$ cat config.mk
export PLATFORM = sky130hd
export DESIGN_NAME = prm_edge_sweep
export DESIGN_NICKNAME = d
export VERILOG_FILES = /design/src/rtl/prm_pkg.sv /design/src/rtl/prm_edge_sweep.sv
export SDC_FILE = /design/constraint.sdc
export NUM_CORES = 1
export LEC_CHECK = 0
export ABC_AREA = 1
export BUFFER_PORTS_ARGS = -buffer_cell sky130_fd_sc_hd__clkbuf_2
export CAP_MARGIN = 10
export CORE_ASPECT_RATIO = 0.7
export CORE_MARGIN = 2
export CORE_UTILIZATION = 54
export CTS_CLUSTER_DIAMETER = 80
export DETAILED_ROUTE_END_ITERATION = 8
export GPL_TIMING_DRIVEN = 0
export PLACE_DENSITY = 0.88
export SETUP_SLACK_MARGIN = 0.3
export SYNTH_ARGS = -nofsm -noshare
export SYNTH_HDL_FRONTEND = slang
export SYNTH_SLANG_ARGS = --single-unit
$ cat constraint.sdc
create_clock -name CLK -period 2.2 [get_ports CLK]
set_clock_uncertainty 0.2 [all_clocks]
set_input_delay 0.44 -clock CLK [delete_from_list [all_inputs] [get_ports CLK]]
set_output_delay 0.44 -clock CLK [all_outputs]
set_load 0.01 [all_outputs]
$ cat src/rtl/prm_pkg.sv
// Shared definitions for the PRM edge-sweep block: default widths and the
// sweep controller state encoding.
package prm_pkg;

    // Obstacle-code width; one bit per checker input A..O.
    localparam int CODE_W = 15;

    // Width of the hit and accepted-code counters.
    localparam int CNT_W = 16;

    // Sweep controller states.
    typedef enum logic [1:0] {
        IDLE   = 2'd0,
        RUN    = 2'd1,
        DRAIN  = 2'd2,
        REPORT = 2'd3
    } sweep_state_t;

endpackage

$ cat src/rtl/prm_edge_sweep.sv
// Edge sweep controller: streams the obstacle codes of one roadmap edge to an
// external combinational edge checker, one code per cycle. It collects the
// blocked flag, the hit count and the accepted-code count, and then presents
// them as a single result. The checker lives outside this module, so any
// generated checker variant can be attached.
module prm_edge_sweep
    import prm_pkg::*;
#(
    parameter int CODE_W     = prm_pkg::CODE_W,
    parameter int CNT_W      = prm_pkg::CNT_W,
    parameter int EARLY_EXIT = 1
) (
    input  logic              CLK,
    input  logic              RST,
    input  logic              in_valid,
    output logic              in_ready,
    input  logic [CODE_W-1:0] in_code,
    input  logic              in_last,
    output logic [CODE_W-1:0] chk_code,
    input  logic              chk_mask,
    output logic              res_valid,
    input  logic              res_ready,
    output logic              res_blocked,
    output logic [CNT_W-1:0]  res_hits,
    output logic [CNT_W-1:0]  res_count,
    output logic              busy
);

    localparam logic [CNT_W-1:0] CNT_ONE = {{(CNT_W-1){1'b0}}, 1'b1};
    localparam logic [CNT_W-1:0] CNT_MAX = {CNT_W{1'b1}};

    sweep_state_t     state;
    sweep_state_t     state_nx;
    logic             probe;
    logic             last_pend;
    logic             blocked;
    logic [CNT_W-1:0] hits;
    logic [CNT_W-1:0] count;

    logic accept;
    logic hit;
    logic probe_nx;
    logic res_take;

    // The in_last code was accepted while probing, so its mask is still
    // outstanding. Input is paused for that one cycle so that the head of the
    // next list cannot be counted into this result.
    assign in_ready = !RST && (state != REPORT) && !last_pend;

    assign accept   = in_valid && in_ready;
    assign hit      = probe && chk_mask;
    assign probe_nx = accept && ((state == IDLE) || (state == RUN));
    assign res_take = (state == REPORT) && res_ready;

    assign res_valid   = (state == REPORT);
    assign res_blocked = blocked;
    assign res_hits    = hits;
    assign res_count   = count;
    assign busy        = (state != IDLE);

    // Next-state selection for the sweep controller.
    always_comb begin
        state_nx = state;
        case (state)
            IDLE: begin
                if (accept) begin
                    state_nx = RUN;
                end
            end
            RUN: begin
                if (last_pend) begin
                    state_nx = REPORT;
                end else if (accept && in_last) begin
                    state_nx = RUN;
                end else if (hit && (EARLY_EXIT != 0)) begin
                    state_nx = DRAIN;
                end
            end
            DRAIN: begin
                if (accept && in_last) begin
                    state_nx = REPORT;
                end
            end
            REPORT: begin
                if (res_ready) begin
                    state_nx = IDLE;
                end
            end
            default: state_nx = IDLE;
        endcase
    end

    // State register, probe pipeline and the registered checker code.
    always_ff @(posedge CLK or posedge RST) begin
        if (RST) begin
            state     <= IDLE;
            probe     <= 1'b0;
            last_pend <= 1'b0;
            chk_code  <= '0;
        end else begin
            state <= state_nx;
            probe <= probe_nx;
            if (probe_nx) begin
                chk_code <= in_code;
            end
            if (probe_nx && in_last) begin
                last_pend <= 1'b1;
            end else if (state_nx == REPORT) begin
                last_pend <= 1'b0;
            end
        end
    end

    // Result accumulation: sticky blocked flag plus saturating counters,
    // cleared when the consumer takes the result.
    always_ff @(posedge CLK or posedge RST) begin
        if (RST) begin
            blocked <= 1'b0;
            hits    <= '0;
            count   <= '0;
        end else if (res_take) begin
            blocked <= 1'b0;
            hits    <= '0;
            count   <= '0;
        end else begin
            if (hit) begin
                blocked <= 1'b1;
                if (hits != CNT_MAX) begin
                    hits <= hits + CNT_ONE;
                end
            end
            if (accept && (count != CNT_MAX)) begin
                count <= count + CNT_ONE;
            end
        end
    end

endmodule

# After elaboration in Yosys (flattened, before gate mapping)
# Index checks and enable logic that the tools add are counted.
# op_classes
add_sub_neg,2
eq_ne,7
n_mux,16
reduce_logical,19
# op_table
operator,n
$mux 16,5
$add 16x1->16 const B,2
$ne 16x16->1 const B,2
$mux 2,6
$reduce_bool 2->1,5
$logic_and 1x1->1,9
$pmux 2 s4,1
$eq 2x2->1 const B,3
$mux 1,4
$eq 2x1->1 const B,1
$logic_not 1->1,2
$logic_not 2->1,1
$ne 2x2->1 const B,1
$reduce_and 2->1,1
$logic_or 1x1->1,1
# word_totals
register_bits,52
inputBits,21
out_inout_bits,51
elab_cells,51

# Logic depth before layout (Yosys ltp)
# depth
ltp_word,11
ltp_mapped,9

# Worst setup path after synthesis
# OpenSTA, ideal clock, no wires.
# synth_timing
path_type,reg2reg
start,register hits[0] (netlist: res_hits[0])
end,register hits[14] (netlist: res_hits[14])
setup_ps,117
arrival_ps,1379
required_time_ps,1883
slack_ps,503
stages_incl_launch_ff,9
n_path_buf,0
path_cell_list,dfrtp_1 -> ha_1 -> nand3_4 -> nor2_2 -> nand3_2 -> nand2_4 -> inv_1 -> nand3_1 -> nand2_1
# synth_via
elab_chain_len,4
word_cells_on_any_way,7
# synth_lines
item,line_no,source
start: declaration,prm_edge_sweep.sv:37,logic [CNT_W-1:0] hits;
start signal: assignment,prm_edge_sweep.sv:129,hits <= hits + CNT_ONE;
$add 16x1->16,prm_edge_sweep.sv:129,
$mux 16,prm_edge_sweep.sv:128,if (hits != CNT_MAX) begin
$mux 16,prm_edge_sweep.sv:126,if (hit) begin
$mux 16,prm_edge_sweep.sv:121,end else if (res_take) begin
# Several ways; a longest one is shown, not always the timed one. The select of a mux whose other input is x is not followed.
# A chain may end at the register's enable or synchronous reset.

# Worst setup path in the final report
# layout_timing
start,register state[1]
end,output port in_ready
# layout_via
elab_chain_len,3
# layout_lines
item,line_no,source
start: declaration,prm_edge_sweep.sv:32,sweep_state_t state;
start signal: assignment,prm_edge_sweep.sv:101,state <= state_nx;
$ne 2x2->1,prm_edge_sweep.sv:48,assign in_ready = !RST && (state != REPORT) && !last_pend;
$logic_and 1x1->1 (2 in a row),prm_edge_sweep.sv:48,
end: declaration,prm_edge_sweep.sv:16,"output logic in_ready,"
# Every way passes these cells.

==> flow_summary.yaml <==
flow_run:
  max_cap_viol_count: 0
floorplan:
  core_um2: 5310
  dieHeight_um: 66.6
  row_count: 22
  fp.dieW_um: 93.4
  start_util: 0.569
  io_pins: 72
  dieArea_um2: 6220
placement:
  placedCellCount: 535
  dpl.hpwl_um: 5220
  gp_congestion: 0.868
  dp_slack_ns: 0.325
  portBuffers: 71
  place_area_um2: 3490
synthesis:
  yosysSeqAreaShare: 0.430
  avgSynthCellArea_um2: 7.73
  syn_area_um2: 3020
  yosys.cell_types.count: 36
  synth_cells: 391
  ys_ff_latch: 52
  synth_nets: 414
  synth_warnings: 0
cts:
  worstSkewPairLatency_ns: 0.31
  cts_sinks: 52
  clk_path_buf_depth: 2
  htree_levels: 2
  clk_pin_slew_worst_paths_ns: 0.09
  cts_root_buffer: "clkbuf_8"
  cts_tree: "done"
  cts_buffers: 5
worst_hold_path:
  hold_path_class: "input port to register"
routing:
  ant_nets: 0
  wl_per_cell_um: 13.2
  viasPerCell: 5.26
  routed_wl_um: 7220
  dr_total_vias: 2871
  first_pass_iters: 5
  route.detailed.drc: 0
  drt-initial-drc-count: 256
worst_setup_path:
  max_stage_delay_ns: 0.38
  required_ns: 1.56
  end_kind: "primary output"
  start_kind: "register"
  cp_num_buf_inv: 3
  path_class: "register to primary output"
  cp_max_fo: 10
  arrival_ns: 1.19
  path_cells: "buf_6, nand2_4, nand2_2, inv_1, clkbuf_2"
  slowest_stage: "dfrtp_1"
  crit_family: "flip-flops"
timing:
  max_freq_mhz: 547
  finalSetupTns_ns: 0
  finalCritPeriodShare: 0.831
  finalCriticalPeriod_ns: 1.83
  rsz0062_at_grt: "false"
  relSlewSlack: 0.720
  slew_violations: 0
  final.setup.worst_slack_ns: 0.373
  final_hold_viol_count: 0
  worst_pin_slew_ns: 0.418
  setup-violations-final: 0
power_and_ir_drop:
  switching_power_mw: 1.41
  p_per_area_nw_per_um2: 944
  seqPwrFrac: 0.420
  peakVddDrop_mv: 0.574
  p_sw_frac: 0.409
  p_clk_frac: 0.171
  finalPower_mw: 3.44
  cellInternalPower_mw: 2.03
  power_frac_comb: 0.409
  power.leakage_nw: 1.86
outcome:
  outcome: "finished clean"
global_route:
  antenna_found_initial: 0
  grt_pass1_wl_um: 11700
  grt_pass1_vias: 2569
  grt_usage: 0.239
  grt_max_degree: 43
  overflow: 0
finish:
  layout-drive-gt1-share: 0.262
  stdcell_count: 546
  diodes: 0
  final_nets: 497
  fin_area_um2: 3640
  area_delta_synth_final_pct: 20.5
[repair_timing]
action	4_1_cts	5_1_grt
endpoints found under the setup margin	0	28
hold buffers	1	0
setup buffers	0	2
resized for setup	0	6
hold endpoints to repair	10	0
[flip-flops by register name (all words and copies together), names as in the netlist]
| name | flops |
|---|---|
| state | 2 |
| res_hits | 16 |
| probe | 1 |
| res_count | 16 |
| res_blocked | 1 |
| chk_code | 15 |
| last_pend | 1 |
[worst paths after layout]
| kind | cells after the start | startpoint | end | slack (ns) |
|---|---|---|---|---|
| worst min-delay path | 3 | in_code[10] | chk_code[10] | 0.13 |
| min in group asynchronous | 3 | RST | last_pend | 0.40 |
| worst max-delay path | 5 | state[1] | in_ready | 0.37 |
| worst min register to register | 2 | chk_code[13] | chk_code[13] | 0.31 |
| max in group asynchronous | 4 | RST | res_hits[0] | 0.90 |
| worst max register to register | 9 | res_hits[6] | res_hits[4] | 0.43 |
[synth_stat cells (all sizes together)]
master | number | area [um2]
inv | 31 | 119
clkbuf | 1 | 3.75
nand3b | 1 | 7.51
or2 | 1 | 6.26
and2 | 2 | 12.5
xnor2 | 1 | 8.76
xor2 | 13 | 114
ha | 2 | 25.0
dfrtp | 52 | 1300
o31ai | 1 | 7.51
nor2 | 48 | 251
buf | 8 | 80.1
nor3 | 4 | 30.0
a21oi | 3 | 15.0
nand2 | 147 | 584
o21ai | 33 | 199
o21bai | 3 | 22.5
nand3 | 26 | 148
nand4 | 14 | 87.6
[area by class of cell]
| cell class | instances | area (um2) |
|---|---|---|
| Fill cell | 432 | 1670 |
| Multi-Input combinational cell | 300 | 1550 |
| Sequential cell | 52 | 1300 |
| Timing Repair Buffer | 75 | 400 |
| Inverter | 31 | 119 |
| Clock buffer | 7 | 96.3 |
| Tap cell | 72 | 90.1 |
| Buffer | 9 | 83.8 |
[cells by family (layout without fill, tap and decap cells)]
logic type / after synthesis / count (layout) / share of synthesized area
and+or+nand+nor: 243 / 244 / 0.373
AOI/OAI and AO/OA: 40 / 40 / 0.0807
buffers and inverters: 40 / 122 / 0.0671
adders and majority gates: 2 / 2 / 0.00828
DFF: 52 / 52 / 0.430
xor gates and xnor gates: 14 / 14 / 0.0406
[power by group through the flow]
stage          combinational, mW  clock (mW)  sequential (mW)
3_5_place_dp                1.35           0             1.44
4_1_cts                     1.36       0.603             1.43
5_1_grt                     1.57       0.648             1.47
2_1_floorplan              0.797           0             1.50
3_3_place_gp                1.29           0             1.43
6_report                    1.41       0.589             1.44
[worst reg2reg max path, cell delays in order, from the launching register on]
cell     delay (ns)
dfrtp_1        0.48
nand2_2        0.12
nor2_2         0.12
nand2_1        0.09
nor2_2         0.13
nand3_2        0.10
nand2_4        0.13
inv_1          0.13
nand2_1        0.09
o21ai_1        0.06
[layout by cell type (no fill, tap or decap), drive strengths merged, types with 4 or more instances in the layout]
cell,instances
dfrtp,52
nor2,49
inv,31
nand3,26
clkbuf,79
nand2,147
xor2,13
o21ai,33
nand4,14
buf,11
nor3,4
[per-stage QoR]
step	hold WS, ns	util
after floorplan	0.284	-
after global placement	0.283	0.653
after detailed placement	0.180	0.657
after CTS	0.126	0.677
after global routing	0.134	0.686
final	0.131	0.686
[routing by layer]
| layer | wire length, um | track usage | up-vias |
|---|---|---|---|
| li1 | - | - | 1423 |
| met1 | 3300 | 0.324 | 1318 |
| met2 | 3260 | 0.380 | 121 |
| met3 | 574 | 0.0622 | 9 |
| met4 | 85 | 0.0680 | 0 |
| met5 | 0 | 0 | - |
Note: power is estimated with default switching activity, not from simulation.
